==> src/rtl/slow_clock_ctrl.sv <==
// Programmable slow-clock generator: outclock high for `factor` cycles and low for `factor`
// cycles, with deferred factor reloads and glitch-free stop at the end of a full period.
module slow_clock_ctrl #(
  parameter int unsigned FactorWidth   = 8,
  parameter int unsigned DefaultFactor = 8
) (
  input  logic                   clock,
  input  logic                   reset,
  input  logic                   cmd_valid,
  output logic                   cmd_ready,
  input  logic [1:0]             cmd_op,
  input  logic [FactorWidth-1:0] cmd_factor,
  output logic                   outclock,
  output logic                   tick,
  output logic                   running,
  output logic [FactorWidth-1:0] factor,
  output logic                   err
);

  typedef enum logic [1:0] {IDLE, RUN, PENDING, STOPPING} state_t;
  typedef enum logic [1:0] {OP_NOP, OP_LOAD, OP_START, OP_STOP} op_t;

  state_t                 state, state_n;
  logic [FactorWidth-1:0] cnt, cnt_n;
  logic [FactorWidth-1:0] factor_n;
  logic [FactorWidth-1:0] pend, pend_n;
  logic                   outclock_n, tick_n, err_n;
  logic                   accept, wrap;

  assign cmd_ready = (state == IDLE) || (state == RUN);
  assign running   = (state != IDLE);

  always_ff @(posedge clock) begin
    if (reset) begin
      state    <= IDLE;
      cnt      <= '0;
      factor   <= FactorWidth'(DefaultFactor);
      pend     <= '0;
      outclock <= 1'b0;
      tick     <= 1'b0;
      err      <= 1'b0;
    end else begin
      state    <= state_n;
      cnt      <= cnt_n;
      factor   <= factor_n;
      pend     <= pend_n;
      outclock <= outclock_n;
      tick     <= tick_n;
      err      <= err_n;
    end
  end

  always_comb begin
    state_n    = state;
    cnt_n      = cnt;
    factor_n   = factor;
    pend_n     = pend;
    outclock_n = outclock;
    tick_n     = 1'b0;
    err_n      = 1'b0;
    accept     = cmd_valid && cmd_ready;
    wrap       = (cnt == (factor - FactorWidth'(1)));

    // Phase counter; factor changes and stops only take effect on a rising edge,
    // so no phase is ever shortened.
    if (state != IDLE) begin
      if (wrap) begin
        cnt_n = '0;
        if (!outclock) begin
          if (state == STOPPING) begin
            state_n = IDLE;
          end else begin
            outclock_n = 1'b1;
            tick_n     = 1'b1;
            if (state == PENDING) begin
              factor_n = pend;
              state_n  = RUN;
            end
          end
        end else begin
          outclock_n = 1'b0;
        end
      end else begin
        cnt_n = cnt + FactorWidth'(1);
      end
    end

    if (accept) begin
      case (op_t'(cmd_op))
        OP_LOAD: begin
          if (cmd_factor == '0) begin
            err_n = 1'b1;
          end else if (state == IDLE) begin
            factor_n = cmd_factor;
          end else begin
            pend_n  = cmd_factor;
            state_n = PENDING;
          end
        end
        OP_START: begin
          if (state == IDLE) begin
            state_n    = RUN;
            outclock_n = 1'b1;
            tick_n     = 1'b1;
            cnt_n      = '0;
          end
        end
        OP_STOP: begin
          if (state == RUN) state_n = STOPPING;
        end
        default: ;
      endcase
    end
  end

endmodule

==> config.mk <==
export PLATFORM = sky130hd
export DESIGN_NAME = slow_clock_ctrl
export DESIGN_NICKNAME = d
export VERILOG_FILES = /design/src/rtl/slow_clock_ctrl.sv
export SDC_FILE = /design/constraint.sdc
export NUM_CORES = 1
export LEC_CHECK = 0
export BUFFER_PORTS_ARGS = -buffer_cell sky130_fd_sc_hd__buf_2
export CAP_MARGIN = 20
export CORE_ASPECT_RATIO = 1.2
export CORE_MARGIN = 1
export CORE_UTILIZATION = 35
export CTS_CLUSTER_DIAMETER = 120
export DETAILED_ROUTE_END_ITERATION = 6
export PLACE_DENSITY = 0.63
export SYNTH_ARGS = -nofsm -noshare
export SYNTH_HDL_FRONTEND = slang
export SYNTH_SLANG_ARGS = --single-unit
==> constraint.sdc <==
create_clock -name clock -period 6.8 [get_ports clock]
set_input_delay 1.02 -clock clock [delete_from_list [all_inputs] [get_ports clock]]
set_output_delay 1.02 -clock clock [all_outputs]
set_load 0.01 [all_outputs]
# Word level (Yosys, flattened, before mapping)

Cells that the tools add are included.

$add $sub $neg: 2
Multipliers: 0
Div/mod/pow operators: 0
$lt $le $gt $ge: 0
Eq/ne operators: 7
Shifts and indexed selects: 0
Mux-type cells: 38
Bitwise logic cells: 4
Reduce and logical (&&, ||, !) cells: 7

Operator list:

| cell                  | number |
|---|---|
| $mux W8               | 14 |
| $mux W2               | 10 |
| $mux W1               | 13 |
| $add A8 B1 Y8 const B | 1 |
| $eq A2 B2 Y1 const B  | 4 |
| $eq A8 B8 Y1          | 1 |
| $logic_not A8 Y1      | 1 |
| $sub A8 B1 Y8 const B | 1 |
| $pmux W2 S3           | 1 |
| $eq A2 B1 Y1 const B  | 2 |
| $not A1 Y1            | 4 |
| $reduce_and A4 Y1     | 1 |
| $reduce_or A3 Y1      | 1 |
| $logic_not A2 Y1      | 1 |
| $reduce_bool A2 Y1    | 1 |
| $logic_and A1 B1 Y1   | 1 |
| $logic_or A1 B1 Y1    | 1 |

Bits in registers: 29
Latch bits: 0
RAM bits: 0
ROM bits: 0
Bits of input ports: 13
Output and inout bits: 13
Logic and storage cells: 65
Memories: 0

# Longest topological paths before layout

Depth after elaboration: 10
Gate-level depth with buffers: 10
Mapped depth without buffers: 9

# Least setup slack after synthesis

No wires, ideal clock.

Kind: input-to-reg
Start: input port cmd_op[0]
End: register pend[0]
Setup time: 0.128 ns
Arrival: 2.416 ns
Data required time: 6.672 ns
Setup slack: 4.257 ns
Stages on the path: 6
Path buffers: 1
Path through: clkbuf_1 -> nor2b_1 -> nand2_1 -> nor3_2 -> mux2i_1 -> nor2_1

Cells in the longest elaborated chain, start to end: 2

RTL lines:

| what                        | line | text |
|---|---|---|
| from (decl)                 | 11   | `input logic [1:0] cmd_op,` |
| $eq A2 B1 Y1                | 89   | `case (op_t'(cmd_op))` |
| $reduce_and A4 Y1 (no line) | -    |  |
| to (signal assigned)        | 46   | `pend <= pend_n;` |
| to (decl)                   | 26   | `logic [FactorWidth-1:0] pend, pend_n;` |

No other way between the ends.
A chain may end at the register's enable or synchronous reset.

# Worst setup path after layout

Start: register state[1]
End: output port cmd_ready

Cells in the longest elaborated chain, start to end: 2
Elaborated cells on any way between the ends: 3
Classes of those cells: 1 x eq/ne; 2 x reduce/logical

RTL lines:

| what                                             | line | text |
|---|---|---|
| from (decl)                                      | 23   | `state_t state, state_n;` |
| from (signal assigned)                           | 43   | `state <= state_n;` |
| $eq A2 B1 Y1 or $logic_not A2 Y1 (tied branches) | 30   | `assign cmd_ready = (state == IDLE) \|\| (state == RUN);` |
| $logic_or A1 B1 Y1 *                             | 30   |  |
| to (decl)                                        | 10   | `output logic cmd_ready,` |

Mark *: on every way between the ends. The rest lies on a longest branch, timed or not.

==> flow_summary.json <==
{
  "status": "complete, no violations",
  "maxSlewHeadroom_pct": 42.0,
  "die_area_sq_um": 5370,
  "maxCapViolCount": 0,
  "ir_drop_mv": 0.0900,
  "io_pins": 26,
  "arrival_ns": 1.94,
  "synth_warnings": 0,
  "setup_ws_ns": 3.84,
  "postCtsResizedCells": 0,
  "fin_crit_sh_pct": 43.5,
  "clk_path_buf_depth": 2,
  "crit_path_top_delay_cell": "dfxtp_1",
  "crit_fanout": 17,
  "min_to": "pend[3]",
  "hold_path.startpoint": "pend[3]",
  "synthArstFlopShare_pct": 0,
  "dieHeight_um": 80.1,
  "setup_tns_ns": 0,
  "netlist_area_sq_um": 1780,
  "worstPathRequired_ns": 5.78,
  "ys_ff_latch": 29,
  "synth-simple-area-share_pct": 23.7,
  "max_freq_mhz": 338,
  "synthAdderAreaFrac_pct": 4.93,
  "nets": 256,
  "clock-root-buffer": "clkbuf_8",
  "min_path_type": "reg2reg",
  "syn_nets": 233,
  "grt_busiest_layer": "met2",
  "slowest_delay_ns": 0.50,
  "antenna_found_initial": 0,
  "synth-edff-count": 0,
  "critPathKind": "reg2out",
  "synth_compound_area_share_pct": 17.0,
  "seq_area_frac_synth_pct": 32.7,
  "grt_use_met2_pct": 26.7,
  "regToRegEndpoint": "factor[7]",
  "synth_area_per_cell_sq_um": 8.34,
  "p_total_uw": 474,
  "met3_usage_pct": 2.98,
  "start_util_pct": 36.2,
  "rsz0062_at_grt": "false",
  "clock-sinks": 29,
  "final_common_cell": "dfxtp_1",
  "leakagePower_nw": 0.813,
  "antenna_left": 0,
  "firstDrtPassIters": 4,
  "diodes": 0,
  "synth_top_family_by_area": "simple AND/OR/NAND/NOR gates",
  "grt_overflow_total": 0,
  "die_w_um": 67.0,
  "min_path_cells": 2,
  "crit_path_end_kind": "primary output",
  "core-area_sq_um": 4900,
  "syn_to_final_growth_pct": 16.7,
  "synth_cell_type_count": 45,
  "finClkSkew_ns": 0.00935,
  "hold_buffers": 0,
  "grt_max_degree": 21,
  "syn_inst": 213,
  "drc_errors": 0,
  "cts_made_buffers": 5,
  "routed_wl_mm": 4.19,
  "clkLatencyLatePin_ns": 0.28,
  "grt_pass1_wl_mm": 6.80,
  "via_per_inst": 5.46,
  "rr_startpoint": "factor[0]",
  "start_kind": "register",
  "reg2reg_setup_slack_ns": 3.88,
  "post_drt_wl_per_cell_um": 14.1,
  "rows": 28,
  "ys.flop_type": "dfxtp_1",
  "cts_tree": "yes",
  "via_count": 1622,
  "htree_levels": 2,
  "fin_area_sq_um": 2070,
  "portBuffers": 25,
  "hold_viol_final": 0,
  "period_minus_slack_ns": 2.96,
  "synth_xor_area_share_pct": 6.90,
  "r2r_cells": 10,
  "place_congestion": 0.850,
  "clk_transition_reported_paths_ns": 0.07,
  "mostFrequentLayoutCells": "dfxtp_1, buf_2, nor2_1",
  "final_max_slew_viol_count": 0,
  "drive_gt1_share_pct": 18.6,
  "powerDensity_nw_per_um2": 229,
  "crit_path_cell_trace": "inv_1 -> ha_1 -> or2_2 -> buf_2",
  "initialDrtViolationCount": 135,
  "grt_pass1_vias": 1435,
  "dp_slack_ns": 3.74,
  "synth_mux_area_share_pct": 10.4,
  "grtUsageTotal_pct": 16.6,
  "setup_viol": 0,
  "dpl.hpwl_mm": 3.06,
  "dpl-instance-area_sq_um": 1930,
  "tightest_slew_ns": 0.866,
  "grt_use_met1_pct": 21.4,
  "cts_post_setup_buffers_inserted": 0
}
## layer usage
metal / vias up / part of all wire (%)
met4: 0 / 1.4
met5: - / 0
li1: 801 / -
met3: 8 / 3.7
met2: 37 / 48
met1: 776 / 47
## registers in the layout, indices dropped and copies added, names as in the netlist
register	flops
cnt	8
tick	1
factor	8
state	2
outclock	1
pend	8
err	1
## kinds of logic after synthesis
logic type	Yosys count
muxes	18
adders and majority gates	7
buffers and inverters	17
AOI/OAI and AO/OA	45
xor gates and xnor gates	14
and+or+nand+nor	83
DFF	29
## stage by stage
step / util [%] / hold WS [ns] / std cells
floorplan: - / 0.460 / 213
global placement: 39.4 / 0.479 / 288
detailed placement: 39.4 / 0.488 / 288
CTS: 42.1 / 0.504 / 296
global route: 42.3 / 0.542 / 297
finish: 42.3 / 0.497 / 297
## cells in the mapped netlist (3+ instances only)
cell	instances	share of area, %
o21ai_0	12	3.4
clkbuf_1	6	1.3
nor4_1	3	1.1
nand3_1	6	1.7
xnor2_1	5	2.5
o211ai_1	3	1.3
mux2i_1	17	9.6
nand4_1	6	2.1
a21oi_1	11	3.1
inv_1	7	1.5
nor2b_1	5	1.8
nor2_1	23	4.9
a211oi_1	3	1.3
xor2_1	9	4.4
ha_1	7	4.9
a31oi_1	3	1.1
nor3_1	6	1.7
dfxtp_1	29	33
nand2_1	19	4.0
nand2b_1	4	1.4
## how the worst max path moves through the flow
stage | endpoint | slack [ns] | cells past startpoint | start
global route | factor[2] | 3.60 | 10 | factor[0]
CTS | factor[6] | 3.64 | 9 | factor[0]
finish | cmd_ready | 3.84 | 4 | state[1]
floorplan | pend[0] | 4.26 | 6 | cmd_op[0]
global placement | factor[2] | 3.81 | 9 | factor[0]
detailed placement | factor[6] | 3.74 | 9 | factor[0]
## worst max-delay path: cells and delay by family, from the launching register on
family                     cells  cell delay (ns)
adders and majority gates      1             0.42
buffers and inverters          2             0.33
and+or+nand+nor                1             0.41
DFF                            1             0.50
## final cells by class
type                       instances  area (sq um)
clock buffer                       5          68.8
timing repair buffer              26           133
inverter                           7          26.3
multi-input combinational        167          1120
fill                             518          2830
tap                               60          75.1
sequential                        29           581
clock inverter                     3          65.1
## report_power, final
part	switching, mW	total [mW]	internal (mW)
combinational	0.0433	0.0718	0.0285
sequential	0.0102	0.185	0.175
clock	0.0711	0.217	0.146
total	0.125	0.474	0.349
Note: power is estimated with default switching activity, not from simulation.
